**src/rtl/vend_pkg.sv**
```systemverilog
// Shared command/fault codes and dispense-controller state encoding.
package vend_pkg;

  typedef logic [1:0] vend_cmd_t;
  typedef logic [1:0] flt_code_t;

  localparam vend_cmd_t VEND_NONE     = 2'b00;
  localparam vend_cmd_t VEND_ITEM     = 2'b10;
  localparam vend_cmd_t VEND_ITEM_CHG = 2'b11;

  localparam flt_code_t FLT_NONE  = 2'b00;
  localparam flt_code_t FLT_MOTOR = 2'b01;
  localparam flt_code_t FLT_COIN  = 2'b10;

  typedef enum logic [2:0] {
    ST_IDLE       = 3'd0,
    ST_MOTOR      = 3'd1,
    ST_COIN_PULSE = 3'd2,
    ST_COIN_WAIT  = 3'd3,
    ST_DONE       = 3'd4,
    ST_FAULT      = 3'd5
  } state_e;

  // 01 is reserved and never counts as a command
  function automatic logic cmd_valid(vend_cmd_t c);
    return (c == VEND_ITEM) || (c == VEND_ITEM_CHG);
  endfunction

endpackage

```
**src/rtl/vend_dispense_ctrl_if.sv**
```systemverilog
// Vend-result input, actuator handshakes and status outputs of the dispense controller.
interface vend_dispense_ctrl_if;
  import vend_pkg::*;

  vend_cmd_t vend_cmd;
  logic      motor_done;
  logic      coin_sense;
  logic      fault_clr;
  logic      motor_en;
  logic      coin_out;
  logic      busy;
  logic      done;
  logic      fault;
  flt_code_t fault_code;
  logic      ovf;

  modport master (
    output vend_cmd, motor_done, coin_sense, fault_clr,
    input  motor_en, coin_out, busy, done, fault, fault_code, ovf
  );

  modport slave (
    input  vend_cmd, motor_done, coin_sense, fault_clr,
    output motor_en, coin_out, busy, done, fault, fault_code, ovf
  );
endinterface

```
**src/rtl/vend_cycle_timer.sv**
```systemverilog
// Restartable saturating cycle counter; expired is high on the LIMIT-th counted cycle.
module vend_cycle_timer #(
  parameter int unsigned LIMIT = 1000
) (
  input  logic clk,
  input  logic rst,
  input  logic clr,
  input  logic en,
  output logic expired
);

  localparam int unsigned CW = $clog2(LIMIT + 1);

  logic [CW-1:0] cnt;
  logic [CW-1:0] cnt_d;

  always_comb begin
    cnt_d = cnt;
    if (clr)                             cnt_d = '0;
    else if (en && (cnt != CW'(LIMIT)))  cnt_d = cnt + CW'(1);
  end

  // cnt holds the cycles already spent, so the flag marks the cycle that completes LIMIT
  always_ff @(posedge clk) begin
    if (rst) begin
      cnt     <= '0;
      expired <= 1'b0;
    end else begin
      cnt     <= cnt_d;
      expired <= (cnt_d == CW'(LIMIT - 1));
    end
  end

endmodule

```
**src/rtl/vend_dispense_ctrl.sv**
```systemverilog
// Drives item motor and change hopper from vend results, with one-deep command buffer and timeouts.
module vend_dispense_ctrl
  import vend_pkg::*;
#(
  parameter int unsigned TIMEOUT_CYC  = 1000,
  parameter int unsigned PULSE_CYC    = 4,
  parameter int unsigned CHANGE_COINS = 1
) (
  input logic                 clk,
  input logic                 rst,
  vend_dispense_ctrl_if.slave bus
);

  localparam int unsigned CW = $clog2(CHANGE_COINS + 1);
  localparam int unsigned PW = $clog2(PULSE_CYC + 1);

  state_e        state, state_d;
  logic          pend_v, pend_v_d, pend_chg, pend_chg_d;
  logic          chg, chg_d;
  logic [CW-1:0] rem, rem_d;
  logic [PW-1:0] pulse_cnt, pulse_cnt_d;
  flt_code_t     fault_code_q, fault_code_d;
  logic          ovf_q, ovf_d;
  logic          motor_en_q, coin_out_q, busy_q, done_q, fault_q;
  logic          cmd_v, tmr_clr, tmr_en, tmr_expired;

  vend_cycle_timer #(.LIMIT(TIMEOUT_CYC)) u_timer (
    .clk     (clk),
    .rst     (rst),
    .clr     (tmr_clr),
    .en      (tmr_en),
    .expired (tmr_expired)
  );

  always_ff @(posedge clk) begin
    if (rst) state <= ST_IDLE;
    else     state <= state_d;
  end

  always_comb begin
    state_d      = state;
    pend_v_d     = pend_v;
    pend_chg_d   = pend_chg;
    chg_d        = chg;
    rem_d        = rem;
    pulse_cnt_d  = '0;
    fault_code_d = fault_code_q;
    ovf_d        = ovf_q;
    cmd_v        = cmd_valid(bus.vend_cmd);

    case (state)
      ST_IDLE: begin
        if (pend_v) begin
          state_d    = ST_MOTOR;
          chg_d      = pend_chg;
          rem_d      = CW'(CHANGE_COINS);
          pend_v_d   = cmd_v;
          pend_chg_d = bus.vend_cmd[0];
        end else if (cmd_v) begin
          state_d = ST_MOTOR;
          chg_d   = bus.vend_cmd[0];
          rem_d   = CW'(CHANGE_COINS);
        end
      end
      ST_MOTOR: begin
        if (bus.motor_done) begin
          state_d = chg ? ST_COIN_PULSE : ST_DONE;
        end else if (tmr_expired) begin
          state_d      = ST_FAULT;
          fault_code_d = FLT_MOTOR;
        end
      end
      ST_COIN_PULSE: begin
        pulse_cnt_d = pulse_cnt + PW'(1);
        if (pulse_cnt == PW'(PULSE_CYC - 1)) begin
          state_d     = ST_COIN_WAIT;
          pulse_cnt_d = '0;
        end
      end
      ST_COIN_WAIT: begin
        if (bus.coin_sense) begin
          rem_d   = rem - CW'(1);
          state_d = (rem == CW'(1)) ? ST_DONE : ST_COIN_PULSE;
        end else if (tmr_expired) begin
          state_d      = ST_FAULT;
          fault_code_d = FLT_COIN;
        end
      end
      ST_DONE: begin
        if (pend_v) begin
          state_d  = ST_MOTOR;
          chg_d    = pend_chg;
          rem_d    = CW'(CHANGE_COINS);
          pend_v_d = 1'b0;
        end else begin
          state_d = ST_IDLE;
        end
      end
      ST_FAULT: begin
        if (bus.fault_clr) begin
          state_d      = ST_IDLE;
          fault_code_d = FLT_NONE;
        end
      end
      default: state_d = ST_IDLE;
    endcase

    // While executing, a new command fills the empty slot or is lost
    if (cmd_v && (state inside {ST_MOTOR, ST_COIN_PULSE, ST_COIN_WAIT, ST_DONE})) begin
      if (!pend_v) begin
        pend_v_d   = 1'b1;
        pend_chg_d = bus.vend_cmd[0];
      end else begin
        ovf_d = 1'b1;
      end
    end
    if (cmd_v && (state == ST_FAULT)) ovf_d = 1'b1;
    if (state_d == ST_FAULT)          pend_v_d = 1'b0;

    tmr_clr = (state_d != state);
    tmr_en  = (state == ST_MOTOR) || (state == ST_COIN_WAIT);
  end

  // Outputs are registered decodes of the next state so they align with it
  always_ff @(posedge clk) begin
    if (rst) begin
      pend_v       <= 1'b0;
      pend_chg     <= 1'b0;
      chg          <= 1'b0;
      rem          <= '0;
      pulse_cnt    <= '0;
      fault_code_q <= FLT_NONE;
      ovf_q        <= 1'b0;
      motor_en_q   <= 1'b0;
      coin_out_q   <= 1'b0;
      busy_q       <= 1'b0;
      done_q       <= 1'b0;
      fault_q      <= 1'b0;
    end else begin
      pend_v       <= pend_v_d;
      pend_chg     <= pend_chg_d;
      chg          <= chg_d;
      rem          <= rem_d;
      pulse_cnt    <= pulse_cnt_d;
      fault_code_q <= fault_code_d;
      ovf_q        <= ovf_d;
      motor_en_q   <= (state_d == ST_MOTOR);
      coin_out_q   <= (state_d == ST_COIN_PULSE);
      busy_q       <= (state_d != ST_IDLE);
      done_q       <= (state_d == ST_DONE);
      fault_q      <= (state_d == ST_FAULT);
    end
  end

  assign bus.motor_en   = motor_en_q;
  assign bus.coin_out   = coin_out_q;
  assign bus.busy       = busy_q;
  assign bus.done       = done_q;
  assign bus.fault      = fault_q;
  assign bus.fault_code = fault_code_q;
  assign bus.ovf        = ovf_q;

endmodule

```
**src/flat_wrapper.sv**
```systemverilog
// flat-port wrapper written by rule: the top's interface ports become plain ports
module vend_dispense_ctrl_flat import vend_pkg::*;
#(
  parameter int unsigned TIMEOUT_CYC  = 1000,
  parameter int unsigned PULSE_CYC    = 4,
  parameter int unsigned CHANGE_COINS = 1
)
  (clk, rst, bus_vend_cmd, bus_motor_done, bus_coin_sense, bus_fault_clr, bus_motor_en, bus_coin_out, bus_busy, bus_done, bus_fault, bus_fault_code, bus_ovf);
  vend_dispense_ctrl_if bus_i ();
  input logic clk;
  input logic rst;
  input wire logic [$bits(bus_i.vend_cmd)-1:0] bus_vend_cmd;
  input wire logic [$bits(bus_i.motor_done)-1:0] bus_motor_done;
  input wire logic [$bits(bus_i.coin_sense)-1:0] bus_coin_sense;
  input wire logic [$bits(bus_i.fault_clr)-1:0] bus_fault_clr;
  output wire logic [$bits(bus_i.motor_en)-1:0] bus_motor_en;
  output wire logic [$bits(bus_i.coin_out)-1:0] bus_coin_out;
  output wire logic [$bits(bus_i.busy)-1:0] bus_busy;
  output wire logic [$bits(bus_i.done)-1:0] bus_done;
  output wire logic [$bits(bus_i.fault)-1:0] bus_fault;
  output wire logic [$bits(bus_i.fault_code)-1:0] bus_fault_code;
  output wire logic [$bits(bus_i.ovf)-1:0] bus_ovf;
  assign bus_i.vend_cmd = bus_vend_cmd;
  assign bus_i.motor_done = bus_motor_done;
  assign bus_i.coin_sense = bus_coin_sense;
  assign bus_i.fault_clr = bus_fault_clr;
  assign bus_motor_en = bus_i.motor_en;
  assign bus_coin_out = bus_i.coin_out;
  assign bus_busy = bus_i.busy;
  assign bus_done = bus_i.done;
  assign bus_fault = bus_i.fault;
  assign bus_fault_code = bus_i.fault_code;
  assign bus_ovf = bus_i.ovf;
  vend_dispense_ctrl #(.TIMEOUT_CYC(TIMEOUT_CYC), .PULSE_CYC(PULSE_CYC), .CHANGE_COINS(CHANGE_COINS)) u_core (.clk(clk), .rst(rst), .bus(bus_i));
endmodule
```
**config.mk**
```make
export PLATFORM = sky130hd
export DESIGN_NAME = vend_dispense_ctrl_flat
export DESIGN_NICKNAME = d
export VERILOG_FILES = /design/src/rtl/vend_pkg.sv /design/src/rtl/vend_dispense_ctrl_if.sv /design/src/rtl/vend_cycle_timer.sv /design/src/rtl/vend_dispense_ctrl.sv /design/src/flat_wrapper.sv
export SDC_FILE = /design/constraint.sdc
export NUM_CORES = 1
export LEC_CHECK = 0
export CORE_MARGIN = 1
export CORE_UTILIZATION = 60
export CTS_CLUSTER_DIAMETER = 100
export CTS_CLUSTER_SIZE = 16
export DETAILED_ROUTE_END_ITERATION = 16
export PLACE_DENSITY = 0.83
export SYNTH_ARGS = -nofsm -noshare
export SYNTH_HDL_FRONTEND = slang
export SYNTH_HIERARCHICAL = 1
export SYNTH_SLANG_ARGS = --single-unit
```
**constraint.sdc**
```tcl
create_clock -name clk -period 3.65 [get_ports clk]
set_input_delay 0.73 -clock clk [delete_from_list [all_inputs] [get_ports clk]]
set_output_delay 0.73 -clock clk [all_outputs]
set_load 0.02 [all_outputs]
```
==> results of run 1 <==
-- state kept, by name, indices dropped and copies added, names as in the netlist --
register / flops
u_core/chg: 1
u_core/bus.coin_out: 1
u_core/bus.done: 1
u_core/u_timer/cnt: 10
u_core/bus.busy: 1
u_core/bus.fault: 1
u_core/pend_chg: 1
u_core/u_timer/expired: 1
u_core/rem: 1
u_core/pulse_cnt: 3
u_core/bus.ovf: 1
u_core/pend_v: 1
u_core/state: 3
u_core/bus.motor_en: 1
u_core/bus.fault_code: 2
-- Yosys cell counts, drive strengths merged, types with 3 or more instances --
cell | n | area share [%]
nand3 | 10 | 3.5
clkbuf | 4 | 1.0
dfxtp | 29 | 37
a21oi | 11 | 3.5
xor2 | 4 | 2.2
nand4 | 4 | 1.6
buf | 7 | 2.6
o21ai | 3 | 0.96
nand2 | 8 | 1.9
and4 | 4 | 2.3
inv | 11 | 2.6
nor2b | 6 | 2.4
nor2 | 22 | 5.3
a31oi | 8 | 3.2
nand2b | 4 | 1.6
nor3 | 11 | 3.5
ha | 4 | 3.2
and3 | 3 | 1.2
xnor2 | 5 | 2.8
-- layout make-up --
type / instances / share of cell area, %
inverters: 11 / 2.37
multi-input cells: 136 / 51.1
repair buffers: 14 / 8.06
clock buffers: 6 / 2.37
flip-flops and latches: 29 / 33.4
clock inverters: 2 / 0.576
well taps: 30 / 2.16
-- through the flow --
| stage | hold slack, ps | power, mW | worst slack, ps |
|---|---|---|---|
| 6_report | 424 | 0.713 | 1120 |
| 5_1_grt | 443 | 0.751 | 960 |
| 4_1_cts | 425 | 0.716 | 1140 |
| 3_5_place_dp | 412 | 0.538 | 799 |
| 3_3_place_gp | 408 | 0.530 | 937 |
| 2_1_floorplan | 399 | 0.494 | 1370 |
-- power by group through the flow --
stage	logic [mW]	clock network [mW]	registers [mW]
after floorplan	0.129	0	0.365
after global placement	0.158	0	0.372
after detailed placement	0.164	0	0.375
after CTS	0.165	0.184	0.367
after global routing	0.180	0.199	0.372
final	0.167	0.178	0.368
-- worst max-delay path by stage --
stage                               startpoint                           endpoint  cells past startpoint
global route        u_core/state[0]$_SDFF_PP0_  u_core/u_timer/expired$_SDFF_PP0_                      7
detailed placement              bus_motor_done  u_core/u_timer/expired$_SDFF_PP0_                      8
finish                          bus_motor_done  u_core/u_timer/expired$_SDFF_PP0_                      8
CTS                             bus_motor_done  u_core/u_timer/expired$_SDFF_PP0_                      8
floorplan                       bus_coin_sense  u_core/u_timer/expired$_SDFF_PP0_                      9
global placement                bus_motor_done  u_core/u_timer/expired$_SDFF_PP0_                      8
-- worst max-delay path, cell delays in order --
cell             delay [ps]
clkdlybuf4s50_1         540
mux2i_2                 120
nand3_1                 160
and3_1                  320
a31oi_1                 160
or2_2                   400
nor2_1                  160
nor4b_2                 190
-- cells in the final DEF (no fill, tap or decap), types with 5 or more instances in the layout --
cell,instances
dfxtp_1,29
nor2_1,22
clkdlybuf4s50_1,14
inv_1,11
a21oi_1,11
nor3_1,11
nand3_1,9
nand2_1,8
a31oi_1,8
nor2b_1,6
clkbuf_4,5
xnor2_1,5
-- kinds of logic (layout without fill, tap and decap cells) --
family	count (synthesis)	after routing	share of synthesized area (%)
adder cells (fa/ha/maj)	5	5	3.83
flip-flops	29	29	37.1
multiplexers	3	3	2.24
AND/OR/NAND/NOR	84	84	30.2
buffers and inverters	22	33	6.23
AO/OA/AOI/OAI	35	35	15.4
XOR/XNOR	9	9	5.03
-- layer usage --
metal	GRT usage, %	vias up	part of all wire, %
li1	-	685	-
met1	26.5	647	40
met2	43.0	75	50
met3	7.18	12	7.4
met4	12.7	0	2.4
met5	0	-	0
==> metrics.yaml, run 1 <==
outcome:
  status: "finished, final reports clean"
sta:
  slew_headroom_pct: 60.3
  rsz0062_at_grt: "no"
  slew_violations: 0
  final-setup-viol-count: 0
  max_clock_freq_mhz: 395
  fin_crit_ps: 2530
  tns_ps: 0
  hold_viol_final: 0
  tightest_slew_ps: 594
  post-route-period-util_pct: 69.4
  finalClockSkew_ps: 12.0
finish:
  fin_area_um2: 1740
  fin_nets: 208
  drive_gt1_share_pct: 9.09
  stdcell_count: 228
  fin_util_pct: 70.2
  nFillCells: 198
  regArea_um2: 581
  num_antenna_cells: 0
  multiInputGateArea_um2: 888
  syn_to_final_growth_pct: 11.0
setup_path:
  rr_startpoint: "u_core/state[0]$_SDFF_PP0_"
  cp_max_fo: 9
  worstSetupPathType: "input port to flip-flop"
  r2r_slack_ps: 1130
  end_kind: "flip-flop"
  crit_arrival_ps: 2770
  critPathLaunchType: "input port"
  r2r_cells: 7
  required_ps: 3890
  rr_endpoint: "u_core/u_timer/expired$_SDFF_PP0_"
synth:
  synth_cell_types: 49
  synth.ff_latch_count: 29
  syn_nets: 198
  yosys_warnings: 6
  async_reset_ff_share_pct: 0
  synth_area_per_cell_um2: 8.38
  ys.flop_type: "dfxtp_1"
  synth_area_um2: 1570
  ys_seq_area_share_pct: 37.1
  synth_edf_count: 0
  synth_cells: 187
drt:
  wire_per_inst_um: 14.3
  vias: 1419
  first_pass_iters: 4
  totalWireLength_um: 3260
  drtIter0Drc: 64
  viasPerCell: 6.22
  drc_errors: 0
  ant_nets: 0
worst_hold_path:
  min_path_cells: 1
  worstHoldStart: "u_core/pulse_cnt[0]$_SDFF_PP0_"
  hold_path_end: "u_core/pulse_cnt[0]$_SDFF_PP0_"
  holdCritPathClass: "flip-flop to flip-flop"
place:
  gp_congestion: 0.866
  port-buffer-count: 14
  place_area_um2: 1690
  dp_cells: 220
  dp_hpwl_um: 2380
clocking:
  path_clk_slew_ps: 90
  post_cts_buffers: 0
  clock_latency_ps: 330
  cts_sinks: 29
  cts.path.max_buffers: 2
  root_buffer: "clkbuf_4"
  cts_hold_buf: 0
  tritoncts: "done"
  cts_max_level: 2
  cts_resized: 0
  cts_buffers: 5
power:
  p_sw_mw: 0.226
  p_leak_nw: 0.616
  seq_power_share_pct: 51.6
  power_density_nw_per_um2: 410
  swShare_pct: 31.7
  clkPwrFrac_pct: 25.0
  combPwrFrac_pct: 23.4
  p_int_mw: 0.487
  ir_drop_uv: 381
die:
  dieArea_um2: 2820
  start_util_pct: 63.2
  ioPinCount: 15
  rows: 18
  die_h_um: 53.1
  core_area_um2: 2480
  die_w_um: 53.1
global_routing:
  grt_usage_pct: 24.6
  grt_max_degree: 19
  grt_first_pass_wirelength_um: 4940
  antenna_found_initial: 0
  gr-total-overflow: 0
  first_global_vias: 1237
run:
  maxCapViolations: 0
Power figures use the tool's default switching activity.
==> run 2: changes to the inputs <==
--- a/config.mk
+++ b/config.mk
@@ -6,11 +6,11 @@
 export NUM_CORES = 1
 export LEC_CHECK = 0
 export CORE_MARGIN = 1
-export CORE_UTILIZATION = 60
+export CORE_UTILIZATION = 56
 export CTS_CLUSTER_DIAMETER = 100
 export CTS_CLUSTER_SIZE = 16
 export DETAILED_ROUTE_END_ITERATION = 16
-export PLACE_DENSITY = 0.83
+export PLACE_DENSITY = 0.78
 export SYNTH_ARGS = -nofsm -noshare
 export SYNTH_HDL_FRONTEND = slang
 export SYNTH_HIERARCHICAL = 1
==> constraint.sdc (replaced) <==
create_clock -name clk -period 2.7 [get_ports clk]
set_input_delay 0.54 -clock clk [delete_from_list [all_inputs] [get_ports clk]]
set_output_delay 0.54 -clock clk [all_outputs]
set_load 0.02 [all_outputs]
==> run 2 against run 1 <==
  * Sequential power rose by 35%
  * Clock-buffer cell count fell by 1
  * Combinational power rose by 45%
  * Global-route usage rose by 0.39 points
  * Clock skew rose by 2.4 ps
  * First-iteration DRC count rose by 23%
  * Final cell count rose by 1.8%
  * Largest power group unchanged
  * Sequential cell count did not move
  * Setup slack got worse by 780 ps
  * Worst hold slack improved by 5.9 ps
==> metrics.yaml, run 2 (synthesis gave the netlist of run 1 again) <==
outcome:
  status: "finished, final reports clean"
die:
  die_h_um: 54.9  # +3.4%
  dieArea_um2: 3010  # +6.9%
  start_util_pct: 61.0  # -2.2 points
  die_w_um: 54.9  # +3.4%
  rows: 18  # unchanged
  core_area_um2: 2570  # +3.6%
  ioPinCount: 15  # unchanged
sta:
  rsz0062_at_grt: "no"
  tns_ps: 0  # unchanged
  post-route-period-util_pct: 87.4
  final-setup-viol-count: 0  # unchanged
  hold_viol_final: 0  # unchanged
  max_clock_freq_mhz: 424
  slew_violations: 0  # unchanged
  fin_crit_ps: 2360
  tightest_slew_ps: 637  # +43.7 ps
  slew_headroom_pct: 57.5  # -2.8 points
  finalClockSkew_ps: 14.4  # +2.43 ps
setup_path:
  critPathSlowestCell: "dfxtp_1"
  crit_family: "flip-flops"
  critical_path.max_stage_delay_ps: 740  # +200 ps
  cp_max_fo: 18  # +9
  required_ps: 2920  # -970 ps
  critPathLaunchType: "flip-flop"
  crit_arrival_ps: 2580  # -190 ps
  path_cells: "mux2i_2 > nand3_1 > and3_1 > a31oi_1 > or2_2 > buf_4 > nor2_1"
  worstSetupPathType: "flip-flop to flip-flop"
  end_kind: "flip-flop"
  critPathBufInv: 1  # unchanged
finish:
  fin_area_um2: 1820  # +4.7%
  fin_util_pct: 70.9  # +0.70 points
  regMostFlops: "u_core/u_timer/cnt"
  largestRegisters: "u_core/u_timer/cnt: 10 flops, u_core/pulse_cnt: 3 flops, u_core/state: 3 flops"
  largest_reg_flops: 10  # unchanged
  syn_to_final_growth_pct: 16.2
  layout_common_cells: "dfxtp_1 (29), nor2_1 (22), clkdlybuf4s50_1 (14)"
  drive_gt1_share_pct: 11.4  # +2.3 points
  num_antenna_cells: 0  # unchanged
  final_common_cell: "dfxtp_1"
  fin_nets: 212  # +1.9%
run:
  maxCapViolations: 0  # unchanged
global_routing:
  first_global_vias: 1265  # +2.3%
  grt_usage_pct: 25.0  # +0.39 points
  grt_max_degree: 19  # unchanged
  grt_first_pass_wirelength_um: 5220  # +5.6%
  gr-total-overflow: 0  # unchanged
  antenna_found_initial: 0  # unchanged
worst_hold_path:
  holdCritPathClass: "flip-flop to flip-flop"
power:
  combPwrFrac_pct: 20.4  # -3.0 points
  p_sw_mw: 0.332  # +47%
  swShare_pct: 28.0  # -3.7 points
  p_int_mw: 0.854  # +76%
  clkPwrFrac_pct: 37.7  # +13 points
  seq_power_share_pct: 41.9  # -9.7 points
  p_leak_nw: 0.659  # +6.9%
  power_density_nw_per_um2: 652  # +59%
  ir_drop_uv: 518  # +36%
clocking:
  cts_sinks: 29  # unchanged
  cts_resized: 0  # unchanged
  cts_max_level: 2  # unchanged
  tritoncts: "done"
  clock_latency_ps: 330  # about the same
  cts_hold_buf: 0  # unchanged
  post_cts_buffers: 0  # unchanged
  cts_buffers: 5  # unchanged
  path_clk_slew_ps: 110  # +20 ps
  root_buffer: "clkbuf_4"
  cts.path.max_buffers: 2  # unchanged
place:
  port-buffer-count: 14  # unchanged
  place_area_um2: 1720  # +1.8%
  gp_congestion: 0.865  # -0.13%
  dp_hpwl_um: 2580  # +8.6%
drt:
  wire_per_inst_um: 14.9  # +4.5%
  viasPerCell: 6.00  # -3.7%
  drc_errors: 0  # unchanged
  totalWireLength_um: 3470  # +6.3%
  ant_nets: 0  # unchanged
  drtIter0Drc: 79  # +23%
  first_pass_iters: 4  # unchanged
  vias: 1391  # -2.0%
-- run 2: changes by cell type in the layout (fill, tap and decap cells not counted), sizes merged --
cell / change
buf: +4
bufinv: +2
clkinv: -1
clkbuf: -1
-- run 2: worst paths after layout --
path                            cells past startpoint                           start                          endpoint  slack, ps
worst min-delay path                                1  u_core/pulse_cnt[0]$_SDFF_PP0_    u_core/pulse_cnt[0]$_SDFF_PP0_        430
worst max-delay path                                7      u_core/state[1]$_SDFF_PP0_  u_core/u_timer/cnt[3]$_SDFF_PP0_        340
worst min register to register                      1  u_core/pulse_cnt[0]$_SDFF_PP0_    u_core/pulse_cnt[0]$_SDFF_PP0_        430
worst max register to register                      7      u_core/state[1]$_SDFF_PP0_  u_core/u_timer/cnt[3]$_SDFF_PP0_        340
-- run 2: power by group through the flow --
| stage | sequential, mW | combinational [mW] | clock, mW |
|---|---|---|---|
| floorplan | 0.494 | 0.175 | 0 |
| global placement | 0.503 | 0.227 | 0 |
| detailed placement | 0.507 | 0.239 | 0 |
| CTS | 0.496 | 0.240 | 0.453 |
| global route | 0.503 | 0.262 | 0.466 |
| finish | 0.497 | 0.242 | 0.447 |
-- run 2: per-layer routing --
metal	vias to the layer above	wire [um]	GRT usage (%)
met5	-	0	0
met1	633	1430	25.7
met4	0	95	16.3
met3	14	174	5.19
met2	46	1770	45.4
li1	698	-	-
-- run 2: stage by stage --
stage                     std cells  setup WS (ps)  total power [mW]  hold slack, ps
after floorplan                 187            614             0.668             399
after global placement          224            293             0.730             407
after detailed placement        224            132             0.746             417
after CTS                       232            384              1.19             430
after global routing            232            187              1.23             466
final                           232            341              1.19             430
-- run 2: cell type report --
cell class / instances / area, um^2
Clock buffer: 5 / 37.5
Multi-Input combinational cell: 136 / 888
Tap cell: 30 / 37.5
Sequential cell: 29 / 581
Fill cell: 207 / 747
Inverter: 11 / 41.3
Clock inverter: 3 / 65.1
Timing Repair Buffer: 18 / 170
